### config.mk
export PLATFORM = sky130hd
export DESIGN_NAME = led_scan_driver
export DESIGN_NICKNAME = d
export VERILOG_FILES = /design/src/rtl/led_scan_driver.sv
export SDC_FILE = /design/constraint.sdc
export NUM_CORES = 1
export LEC_CHECK = 0
export BUFFER_PORTS_ARGS = -buffer_cell sky130_fd_sc_hd__buf_2
export CORE_MARGIN = 2
export CORE_UTILIZATION = 45
export CTS_CLUSTER_DIAMETER = 30
export DETAILED_ROUTE_END_ITERATION = 6
export SYNTH_ARGS = -nofsm -noshare
export SYNTH_HDL_FRONTEND = slang
export SYNTH_SLANG_ARGS = --single-unit
### constraint.sdc
create_clock -name clk -period 5.5 [get_ports clk]
set_clock_uncertainty 0.15 [all_clocks]
set_input_delay 0.55 -clock clk [delete_from_list [all_inputs] [get_ports clk]]
set_output_delay 0.55 -clock clk [all_outputs]
set_load 0.05 [all_outputs]
### src/rtl/led_scan_driver.sv
// led_scan_driver: time-multiplexed scan engine for two 4-digit 7-segment
// displays. Display 0 shows nibbles 3..0 and display 1 shows nibbles 7..4.
// A new value is held in a pending register until the frame boundary, so a
// single frame never mixes two values.
// Optional feature: define LED_LZB_EN to blank leading zeros across all 8 digits.
//
// state | meaning
// BLANK | dead time at the start of a slot: anodes off, segments settling
// DRIVE | anode of the current digit on (when en = 1)

module led_scan_driver #(
  parameter int SCAN_DIV  = 100000,
  parameter int BLANK_CYC = 1000
) (
  input  logic        clk,
  input  logic        rst,
  input  logic        en,
  input  logic        wr_en,
  input  logic [31:0] num_i,
  input  logic [7:0]  dp_i,
  output logic        busy,
  output logic [7:0]  seg0,
  output logic [3:0]  an0,
  output logic [7:0]  seg1,
  output logic [3:0]  an1
);

  localparam int PW = (SCAN_DIV > 2) ? $clog2(SCAN_DIV) : 1;

  typedef enum logic {BLANK = 1'b0, DRIVE = 1'b1} state_t;

  state_t        state;
  logic [PW-1:0] presc;
  logic [1:0]    idx;
  logic [1:0]    idx_nxt;
  logic [31:0]   disp, pend, disp_nxt;
  logic [7:0]    disp_dp, pend_dp, disp_dp_nxt;
  logic          blank_end, slot_end, frame_end;

  function automatic logic [6:0] hex7(input logic [3:0] n);
    logic [6:0] s;
    case (n)
      4'h0: s = 7'h3F;
      4'h1: s = 7'h06;
      4'h2: s = 7'h5B;
      4'h3: s = 7'h4F;
      4'h4: s = 7'h66;
      4'h5: s = 7'h6D;
      4'h6: s = 7'h7D;
      4'h7: s = 7'h07;
      4'h8: s = 7'h7F;
      4'h9: s = 7'h6F;
      4'hA: s = 7'h77;
      4'hB: s = 7'h7C;
      4'hC: s = 7'h39;
      4'hD: s = 7'h5E;
      4'hE: s = 7'h79;
      default: s = 7'h71;
    endcase
    return s;
  endfunction

  // Segment pattern for digit k (0..7) of the 32-bit value, dp included.
  function automatic logic [7:0] digit_seg(input logic [31:0] v, input logic [7:0] dp,
                                           input logic [2:0] k);
    logic [31:0] upper;
    logic [7:0]  s;
    upper = v >> {k, 2'b00};
    s     = {dp[k], hex7(upper[3:0])};
`ifdef LED_LZB_EN
    if ((k != 3'd0) && (upper == 32'h0)) s = {dp[k], 7'h00};
`endif
    return s;
  endfunction

  // Slot/frame timing strobes and the value disp takes on the next edge.
  always_comb begin
    blank_end   = (state == BLANK) && (presc == PW'(BLANK_CYC - 1));
    slot_end    = (state == DRIVE) && (presc == PW'(SCAN_DIV - 1));
    frame_end   = slot_end && (idx == 2'd3);
    idx_nxt     = idx + 2'd1;
    disp_nxt    = disp;
    disp_dp_nxt = disp_dp;
    if (frame_end) begin
      if (wr_en) begin
        disp_nxt    = num_i;
        disp_dp_nxt = dp_i;
      end else if (busy) begin
        disp_nxt    = pend;
        disp_dp_nxt = pend_dp;
      end
    end
  end

  // Write path: capture into pend, commit to disp only on the frame boundary.
  always_ff @(posedge clk) begin
    if (rst) begin
      busy    <= 1'b0;
      pend    <= 32'h0;
      pend_dp <= 8'h0;
      disp    <= 32'h0;
      disp_dp <= 8'h0;
    end else begin
      disp    <= disp_nxt;
      disp_dp <= disp_dp_nxt;
      if (wr_en) begin
        pend    <= num_i;
        pend_dp <= dp_i;
      end
      if (frame_end)  busy <= 1'b0;
      else if (wr_en) busy <= 1'b1;
    end
  end

  // Slot FSM with registered segment/anode outputs; outputs move only on
  // state transitions. Segments for the next digit are loaded entering BLANK
  // so they are stable before the anode turns on.
  always_ff @(posedge clk) begin
    if (rst) begin
      state <= BLANK;
      presc <= '0;
      idx   <= 2'd0;
      seg0  <= 8'h0;
      seg1  <= 8'h0;
      an0   <= 4'h0;
      an1   <= 4'h0;
    end else begin
      case (state)
        BLANK: begin
          presc <= presc + PW'(1);
          if (blank_end) begin
            state <= DRIVE;
            an0   <= en ? (4'b0001 << idx) : 4'h0;
            an1   <= en ? (4'b0001 << idx) : 4'h0;
            seg0  <= digit_seg(disp, disp_dp, {1'b0, idx});
            seg1  <= digit_seg(disp, disp_dp, {1'b1, idx});
          end
        end
        default: begin
          if (slot_end) begin
            state <= BLANK;
            presc <= '0;
            idx   <= idx_nxt;
            an0   <= 4'h0;
            an1   <= 4'h0;
            seg0  <= digit_seg(disp_nxt, disp_dp_nxt, {1'b0, idx_nxt});
            seg1  <= digit_seg(disp_nxt, disp_dp_nxt, {1'b1, idx_nxt});
          end else begin
            presc <= presc + PW'(1);
          end
        end
      endcase
    end
  end

endmodule

==> flow_results.org, run 1 <==
** Outcome
- Outcome :: finished, final reports clean

** Worst setup path
- Of all nets on the critical path, the largest fanout is 24.
- Crit path launch :: presc[0]
- Measured in cells, the most critical reg-to-reg path has a length of 16.
- Across all register-to-register paths, the minimum setup slack is 1.18 ns.
- Cell-by-cell listing of the critical path :: ha_1, and4_1, nand4_1, buf_4, nor2_2, nand2_1, nor2_2, buf_4, nor2_1, a21o_1, mux4_2, ha_1, a21oi_1, a21oi_1, mux2i_1, o21ai_0
- Type of the worst setup path :: reg2reg
- In this run the critical register-to-register path is launched from presc[0].
- At the worst endpoint, the arrival time is 4.46 ns.
- Crit path largest cell delay :: 0.55 ns
- R2r endpoint :: seg0[3]
- STA classifies the critical path endpoint as a register.
- Buffers plus inverters on the worst setup path :: 2
- The slowest stage of the critical path belongs to the cell sky130_fd_sc_hd__mux4_2.
- The worst setup path is launched from a register.
- Category of cells accounting for the largest share of critical-path delay :: simple AND/OR/NAND/NOR gates
- For the worst setup path, the data required time is 5.64 ns.

** Synth
- Post-Synthesis Cells :: 781
- Synthesis produced a netlist with a net count of ~860.
- Mapped cell area :: 0.00682 mm2
- Synthesized area divided by synthesized cell count :: approximately 8.7 um2
- Of the total synthesized cell area, the portion taken by XOR and XNOR cells is 0.0218.
- Of the total synthesized cell area, the portion taken by full adders, half adders and majority gates is 0.0605.
- In this run, distinct cell masters in the synthesized netlist total 62.
- Largest family of logic cells by synthesized area :: simple AND/OR/NAND/NOR gates
- Among all flip-flop cells after synthesis, the most frequent one is sky130_fd_sc_hd__dfxtp_1.
- Measured against the total synthesized area, the mux share comes to 0.146.
- Synthesis inferred 121 register bits.
- Count of yosys warnings during synthesis :: 0
- Of the synthesized area, sequential elements account for 0.355.
- Basic-gate share of the synthesized area counting and, or, nand and nor cells :: 0.205
- The synthesized design contains 0 enable-type register cells.
- Synthesized-area fraction occupied by ao, oa, aoi and oai cells :: 0.163
- Counting flops with an async set or reset pin after synthesis yields a share of 0.

** Floorplanning
- In this run the vertical extent of the chip is around 130 um.
- Row Count :: between 40 and 50
- Die Span X :: between 100 and 150 um
- Initial core utilization :: 0.454
- For this design the top-level I/O count stands at 69.
- The region available for standard cell placement spans 0.0150 mm2.
- The die covers 0.0162 mm2.

** CTS
- CTS tree :: yes
- For the worst-skew pair, the clock arrives at the later sink with an insertion delay of between 0.4 and 0.5 ns.
- Once the clock tree was built, the resizer swapped 0 gates to a different size.
- Num CTS Buffers :: 17
- Number of sinks driven by the clock tree :: 121
- The tree is rooted in a sky130_fd_sc_hd__clkbuf_16.
- Maximum clock path buffer count :: 2
- Once the clock tree was built, the setup fixing pass inserted 0 buffers.
- Clock-pin slew was measured on the worst setup and hold paths at 0.05 ns.
- Number of buffers added to fix hold violations after cts :: 0
- CTS built an H-tree with a depth of 4.

** Finish
- Layout area overhead :: 15.5%
- In the final layout, the share of cells above drive strength 1 is 0.175.
- 0 antenna diodes ended up in the layout.
- The finished layout holds 1024 standard cells, fillers aside.
- Final net count :: 900

** Route
- After detailed routing, the number of remaining DRC violations is 0.
- Across all layers, the routed design uses 5903 vias.
- Once detail routing completed, the nets flagged for antenna violations numbered 0.
- After detailed routing, the number of vias per cell comes to 5.76.
- After detailed routing, the average wire length per cell comes to between 15 and 20 um.
- The first TritonRoute pass finished after 7 iterations.
- The final layout contains routed wiring with a total length of 18.2 mm.
- For this block, the initial DRC count from the detailed router was 549.

** Timing
- Final Max Tran Viols :: 0
- Number of hold violations in the final report :: 0
- Worst slew slack as a fraction of its limit :: 0.331
- Fraction of the cycle the final worst path needs :: 0.785
- Least-Margin Pin Slew :: about 1.0 ns
- Max Fclk :: about 230 MHz
- Setup repair after global routing left no endpoint under its margin.
- The worst path needs around 4.3 ns of the cycle, external delays included.
- Fin Setup TNS :: 0 ns
- Setup violations remaining at the end of the flow were counted as 0.

** Global route
- Via count of the first global-routing pass :: 5753
- After global routing the overflow that remains totals 0.
- First-pass GRT wire length :: 29.5 mm
- Initial antenna violation count :: 0
- In the global route stage, overall resource usage came out at 0.230.
- Maximum number of pins on one net before global-route repair :: 94

** Power
- The design draws 2.21 mW.
- Leakage :: 3.15 nW
- Dividing total power by cell area gives a power density of 280 mW/mm2.
- Highest ir drop seen on vdd :: 190 uV

** Placed design
- Routability congestion estimate from global placement :: 0.832
- In this run, placement finished with an instance count of 992.
- Count of port buffers added during placement :: 68
- Sum of net half-perimeters after detailed placement :: 12.5 mm

** Hold path
- The worst hold path begins at dp_i[0].
- Class of the tightest hold or removal check :: in2reg
- Hold Path Stages :: 3
- End point of the most critical hold path :: pend_dp[0]

** Run
- Max-cap violations in this run came to 0.
cell usage after synthesis, drive strengths merged (5+ instances only):
cell type | count | area share
nor2 | 138 | 0.077
dfxtp | 121 | 0.35
nand2 | 52 | 0.029
mux2i | 50 | 0.073
ha | 33 | 0.061
buf | 30 | 0.023
clkbuf | 30 | 0.017
a21oi | 29 | 0.021
mux4 | 21 | 0.069
o21ai | 21 | 0.015
inv | 18 | 0.0099
nand3 | 18 | 0.013
nor3 | 18 | 0.013
a211oi | 17 | 0.019
a31oi | 15 | 0.015
nor2b | 15 | 0.014
a22oi | 14 | 0.015
a221oi | 13 | 0.017
and2 | 12 | 0.011
xor2 | 10 | 0.013
nand4 | 9 | 0.0083
and3 | 8 | 0.0073
nand2b | 8 | 0.0073
a21o | 7 | 0.0077
xnor2 | 7 | 0.0090
a2111oi | 5 | 0.0066
a21boi | 5 | 0.0055
a41oi | 5 | 0.0064
o31ai | 5 | 0.0055
stage by stage:
stage	utilization	worst slack [ns]	hold slack [ns]	instance area (um2)
6_report	0.525	1.18	0.241	7890
5_1_grt	0.525	0.782	0.246	7890
4_1_cts	0.525	1.22	0.232	7890
3_5_place_dp	0.482	1.25	0.309	7250
3_3_place_gp	0.482	1.41	0.294	7250
2_1_floorplan	-	1.71	0.280	6820
how the worst max path moves through the flow:
stage	end	slack, ns	cells after the start
CTS	seg0[2]	1.22	14
floorplan	seg1[2]	1.71	12
global placement	seg0[2]	1.41	14
finish	seg0[3]	1.18	16
global route	seg0[3]	0.78	16
detailed placement	seg0[2]	1.25	14
registers in the layout, summed over array words and instances (netlist names), 2 cells and up:
register,cells
pend_dp,8
disp_dp,8
pend,32
seg0,8
an1,4
disp,32
idx,2
seg1,8
presc,17
worst reg2reg max path, cell delays in order (launching register included):
cell                      delay [ns]
sky130_fd_sc_hd__dfxtp_1        0.37
sky130_fd_sc_hd__ha_1           0.26
sky130_fd_sc_hd__and4_1         0.29
sky130_fd_sc_hd__nand4_1        0.12
sky130_fd_sc_hd__buf_4          0.21
sky130_fd_sc_hd__nor2_2         0.22
sky130_fd_sc_hd__nand2_1        0.31
sky130_fd_sc_hd__nor2_2         0.39
sky130_fd_sc_hd__buf_4          0.33
sky130_fd_sc_hd__nor2_1         0.10
sky130_fd_sc_hd__a21o_1         0.18
sky130_fd_sc_hd__mux4_2         0.55
sky130_fd_sc_hd__ha_1           0.33
sky130_fd_sc_hd__a21oi_1        0.13
sky130_fd_sc_hd__a21oi_1        0.06
sky130_fd_sc_hd__mux2i_1        0.13
sky130_fd_sc_hd__o21ai_0        0.08
kinds of logic (layout without fill, tap and decap cells):
kind of cell | Yosys count | count (layout)
flops | 121 | 121
fa+ha+maj | 33 | 33
mux | 73 | 73
compound gates | 159 | 159
buf+inv | 79 | 134
simple gates | 299 | 299
xor+xnor | 17 | 17
final cells by class:
class,count,area [um2]
Multi-Input combinational cell,581,4060
Clock buffer,21,470
Tap cell,188,235
Inverter,19,71.3
Clock inverter,11,169
Timing Repair Buffer,83,453
Sequential cell,121,2420
Fill cell,1383,7150
cell usage in the layout, fill, tap and decap left out, types with 15 or more instances in the layout:
| master | n |
|---|---|
| sky130_fd_sc_hd__ha_1 | 33 |
| sky130_fd_sc_hd__buf_2 | 68 |
| sky130_fd_sc_hd__mux4_2 | 21 |
| sky130_fd_sc_hd__nand3_1 | 18 |
| sky130_fd_sc_hd__buf_4 | 15 |
| sky130_fd_sc_hd__o21ai_0 | 19 |
| sky130_fd_sc_hd__nand2_1 | 52 |
| sky130_fd_sc_hd__inv_1 | 18 |
| sky130_fd_sc_hd__nor2_1 | 136 |
| sky130_fd_sc_hd__clkbuf_16 | 17 |
| sky130_fd_sc_hd__mux2i_1 | 50 |
| sky130_fd_sc_hd__nor2b_1 | 15 |
| sky130_fd_sc_hd__a211oi_1 | 16 |
| sky130_fd_sc_hd__a21oi_1 | 29 |
| sky130_fd_sc_hd__dfxtp_1 | 121 |
| sky130_fd_sc_hd__nor3_1 | 18 |
power by group:
group	internal, mW	switching [mW]
Combinational	0.0345	0.0600
Sequential	0.897	0.0113
Clock	0.793	0.412
Total	1.72	0.483
layer usage:
| metal | part of all wire | global-route usage | vias to the layer above |
|---|---|---|---|
| met5 | 0 | 0 | - |
| met3 | 0.055 | 0.0574 | 34 |
| met2 | 0.46 | 0.367 | 171 |
| met1 | 0.47 | 0.303 | 2809 |
| li1 | - | - | 2889 |
| met4 | 0.019 | 0.0821 | 0 |
Power figures use the tool's default switching activity.
==> inputs of run 2 (changes only) <==
==> constraint.sdc (replaced) <==
create_clock -name clk -period 4 [get_ports clk]
set_clock_uncertainty 0.15 [all_clocks]
set_input_delay 0.4 -clock clk [delete_from_list [all_inputs] [get_ports clk]]
set_output_delay 0.4 -clock clk [all_outputs]
set_load 0.05 [all_outputs]
==> flow_results.org, run 2 (same netlist as run 1, synthesis figures left out) <==
** Power
- Of the total power, combinational logic draws 0.046.
- Switch share :: 0.210
- Power spread over the standard cell area amounts to 380 mW/mm2.
- For this design the total switching power over the nets is 637 uW.
- The internal portion of the total power is approximately 2.4 mW.
- Highest ir drop seen on vdd :: about 270 uV
- Of the total power, the clock network draws 0.542.
- The share of total power dissipated in sequential elements is 0.412.
- For this design the static power due to leakage is 3.22 nW.

** Worst setup path
- For this run, the slowest stage of the critical path takes approximately 0.50 ns.
- Along the worst path, the maximum fanout reaches 9.
- Arrival time at the worst endpoint :: about 3.8 ns
- Walking the worst path, the cells encountered are ha_1, and4_1, nand4_1, nor2_2, nand2_1, buf_4, a221oi_1, inv_1, mux4_2, ha_1, or3_1, a31oi_1, nor3_1.
- In this design, the critical path's most frequently occurring cell is sky130_fd_sc_hd__ha_1.
- The worst setup path is of the reg2reg kind.
- Worst-path cell with the longest stage delay :: sky130_fd_sc_hd__mux4_2
- Worst Setup Start Kind :: register
- The cell family contributing the most delay on the critical path is simple AND/OR/NAND/NOR gates.
- The critical path contains buffers and inverters numbering 2 combined.
- STA classifies the critical path endpoint as a register.
- Data on the critical path is required at its endpoint by 4.13 ns.

** Finish
- Measured on the finished design, the core utilization comes to 0.531.
- In the final layout, the share of cells above drive strength 1 is 0.184.
- Largest registers :: disp x32, pend x32, presc x17
- Final non-filler cell area :: about 0.0080 mm2
- Fill cells :: 1390
- Relative to the synthesized area, the layout overhead comes to 16.9%.
- Once layout is complete, the cells apart from fillers number 1037.
- The number of antenna diodes in the final layout is 0.
- Leaving out fill and tap cells, the most frequent cell in the layout is sky130_fd_sc_hd__nor2_1.
- The final layout contains 913 nets.
- Top library cells by usage in the layout, fill and taps aside :: sky130_fd_sc_hd__nor2_1 (136), sky130_fd_sc_hd__dfxtp_1 (121), sky130_fd_sc_hd__buf_2 (68)

** Run
- Across the run, the number of max-cap violations was 0.

** Timing
- Worst slew slack as a fraction of its limit :: 0.498
- RSZ-0062 raised after global routing :: no
- Derived from the worst setup path, the maximum achievable clock frequency is between 200 and 300 MHz.
- The final count of pins violating max slew was 0.
- Number of hold violations in the final report :: 0
- Final count of negative-setup-slack endpoints :: 0
- Least-Margin Pin Slew :: 0.753 ns
- The worst path needs ~3.7 ns of the cycle, external delays included.
- Worst-case hold slack :: 0.0911 ns
- Fin Setup TNS :: 0 ns
- Fraction of the cycle the final worst path needs :: 0.913

** Route
- Final ANT Viol Nets :: 0
- Total iterations of the first detailed-routing run :: 5
- After detailed routing, the average wire length per cell comes to between 15 and 20 um.
- Via density per instance :: 5.75
- Via count :: about 6000
- WL final :: 18.2 mm
- For this run, design rule violations remaining after detail routing come to 0.
- First DRT Iteration DRCs :: 526

** Global route
- The via count of the first global-routing pass was about 5700.
- Maximum number of pins on one net before global-route repair :: 58
- After global routing the overflow that remains totals 0.
- First-pass GRT wire length :: just under 30 mm
- Across every metal layer, demand over resource in global routing totals 0.228.
- The number of antenna violations at the first check in global routing was 0.

** CTS
- Number of buffers added to fix hold violations after cts :: 0
- Clock slew seen by the registers of the worst setup and hold paths :: 0.05 ns
- Deepest level of the CTS H-tree :: 4
- TritonCTS built the clock tree.
- No sink is reached through more buffers than the 2 on the longest clock path.
- At the later pin of the worst-skew pair, clock insertion delay measures 0.42 ns.
- Buffers added to address setup during post-CTS repair amount to 0.
- Num CTS Buffers :: 17
- In this run, post-CTS repair resized a total of 0 instances.
- Number of sinks driven by the clock tree :: 121
- The tree is rooted in a sky130_fd_sc_hd__clkbuf_16.

** Placed design
- During placement, the flow inserted port buffers numbering 68.
- The wire-length estimate of the detail-placed layout is 12.7 mm.
- The placed instances occupy a cell area of 0.00734 mm2.
- Once placement completed, the tool counted placed cells totaling 1005.
- At the end of routability-driven placement, the weighted congestion stood at 0.887.

** Floorplanning
- In this run the standard cell core region covers 0.0150 mm2.
- The die is 127 um wide.
- 69 I/O pins were placed.
- Die outline area :: 0.0162 mm2
- Initial core utilization :: 0.454
- Die outline height :: 127 um
- The initialized floorplan defines between 40 and 50 standard-cell rows.

** Outcome
- Outcome :: finished, final reports clean

** Hold path
- The worst hold path belongs to the class in2reg.
## run 2: changes by cell type in the layout (fill, tap and decap cells not counted), sizes merged
cell	before	now
buf	83	96
clkbuf	21	25
clkinvlp	4	1
clkinv	4	3
## run 2: per-layer routing
metal  GRT usage  part of all wire
met2       0.355              0.45
met4      0.0795             0.018
met1       0.311              0.48
met5           0                 0
met3      0.0578             0.048
## run 2: area by class of cell
| cell class | count | area [um2] | area share |
|---|---|---|---|
| clock buffer | 25 | 495 | 0.0621 |
| clock inverter | 7 | 138 | 0.0173 |
| timing repair buffer | 96 | 551 | 0.0690 |
| inverter | 19 | 71.3 | 0.00894 |
| sequential | 121 | 2420 | 0.304 |
| tap | 188 | 235 | 0.0295 |
| multi-input combinational | 581 | 4060 | 0.509 |
## run 2: stage by stage
stage / power, mW / worst slack, ns
after floorplan: 1.35 / 0.311
after global placement: 1.41 / 0.487
after detailed placement: 1.41 / 0.378
after CTS: 3.05 / 0.352
after global routing: 3.13 / 0.0405
final: 3.03 / 0.349
## run 2: worst paths after layout
| kind | endpoint | from | cells after the start | slack (ns) |
|---|---|---|---|---|
| setup / recovery | seg1[2] | presc[0] | 13 | 0.35 |
| hold / removal | pend_dp[1] | dp_i[1] | 3 | 0.09 |
| setup reg to reg | seg1[2] | presc[0] | 13 | 0.35 |
| hold reg to reg | presc[0] | presc[0] | 1 | 0.34 |
## run 2: power by group through the flow
stage | registers [mW] | logic (mW) | clock network [mW]
after floorplan | 1.27 | 0.0809 | 0
after detailed placement | 1.27 | 0.139 | 0
final | 1.25 | 0.139 | 1.64
after global routing | 1.25 | 0.152 | 1.73
after CTS | 1.25 | 0.140 | 1.67
after global placement | 1.27 | 0.136 | 0
## run 2: worst reg2reg max path, cell delays in order, from the launching register on
cell and delay [ns]:
sky130_fd_sc_hd__dfxtp_1 0.38, sky130_fd_sc_hd__ha_1 0.25, sky130_fd_sc_hd__and4_1 0.27, sky130_fd_sc_hd__nand4_1 0.15, sky130_fd_sc_hd__nor2_2 0.13, sky130_fd_sc_hd__nand2_1 0.11, sky130_fd_sc_hd__buf_4 0.19, sky130_fd_sc_hd__a221oi_1 0.48
sky130_fd_sc_hd__inv_1 0.07, sky130_fd_sc_hd__mux4_2 0.50, sky130_fd_sc_hd__ha_1 0.20, sky130_fd_sc_hd__or3_1 0.40, sky130_fd_sc_hd__a31oi_1 0.19, sky130_fd_sc_hd__nor3_1 0.06
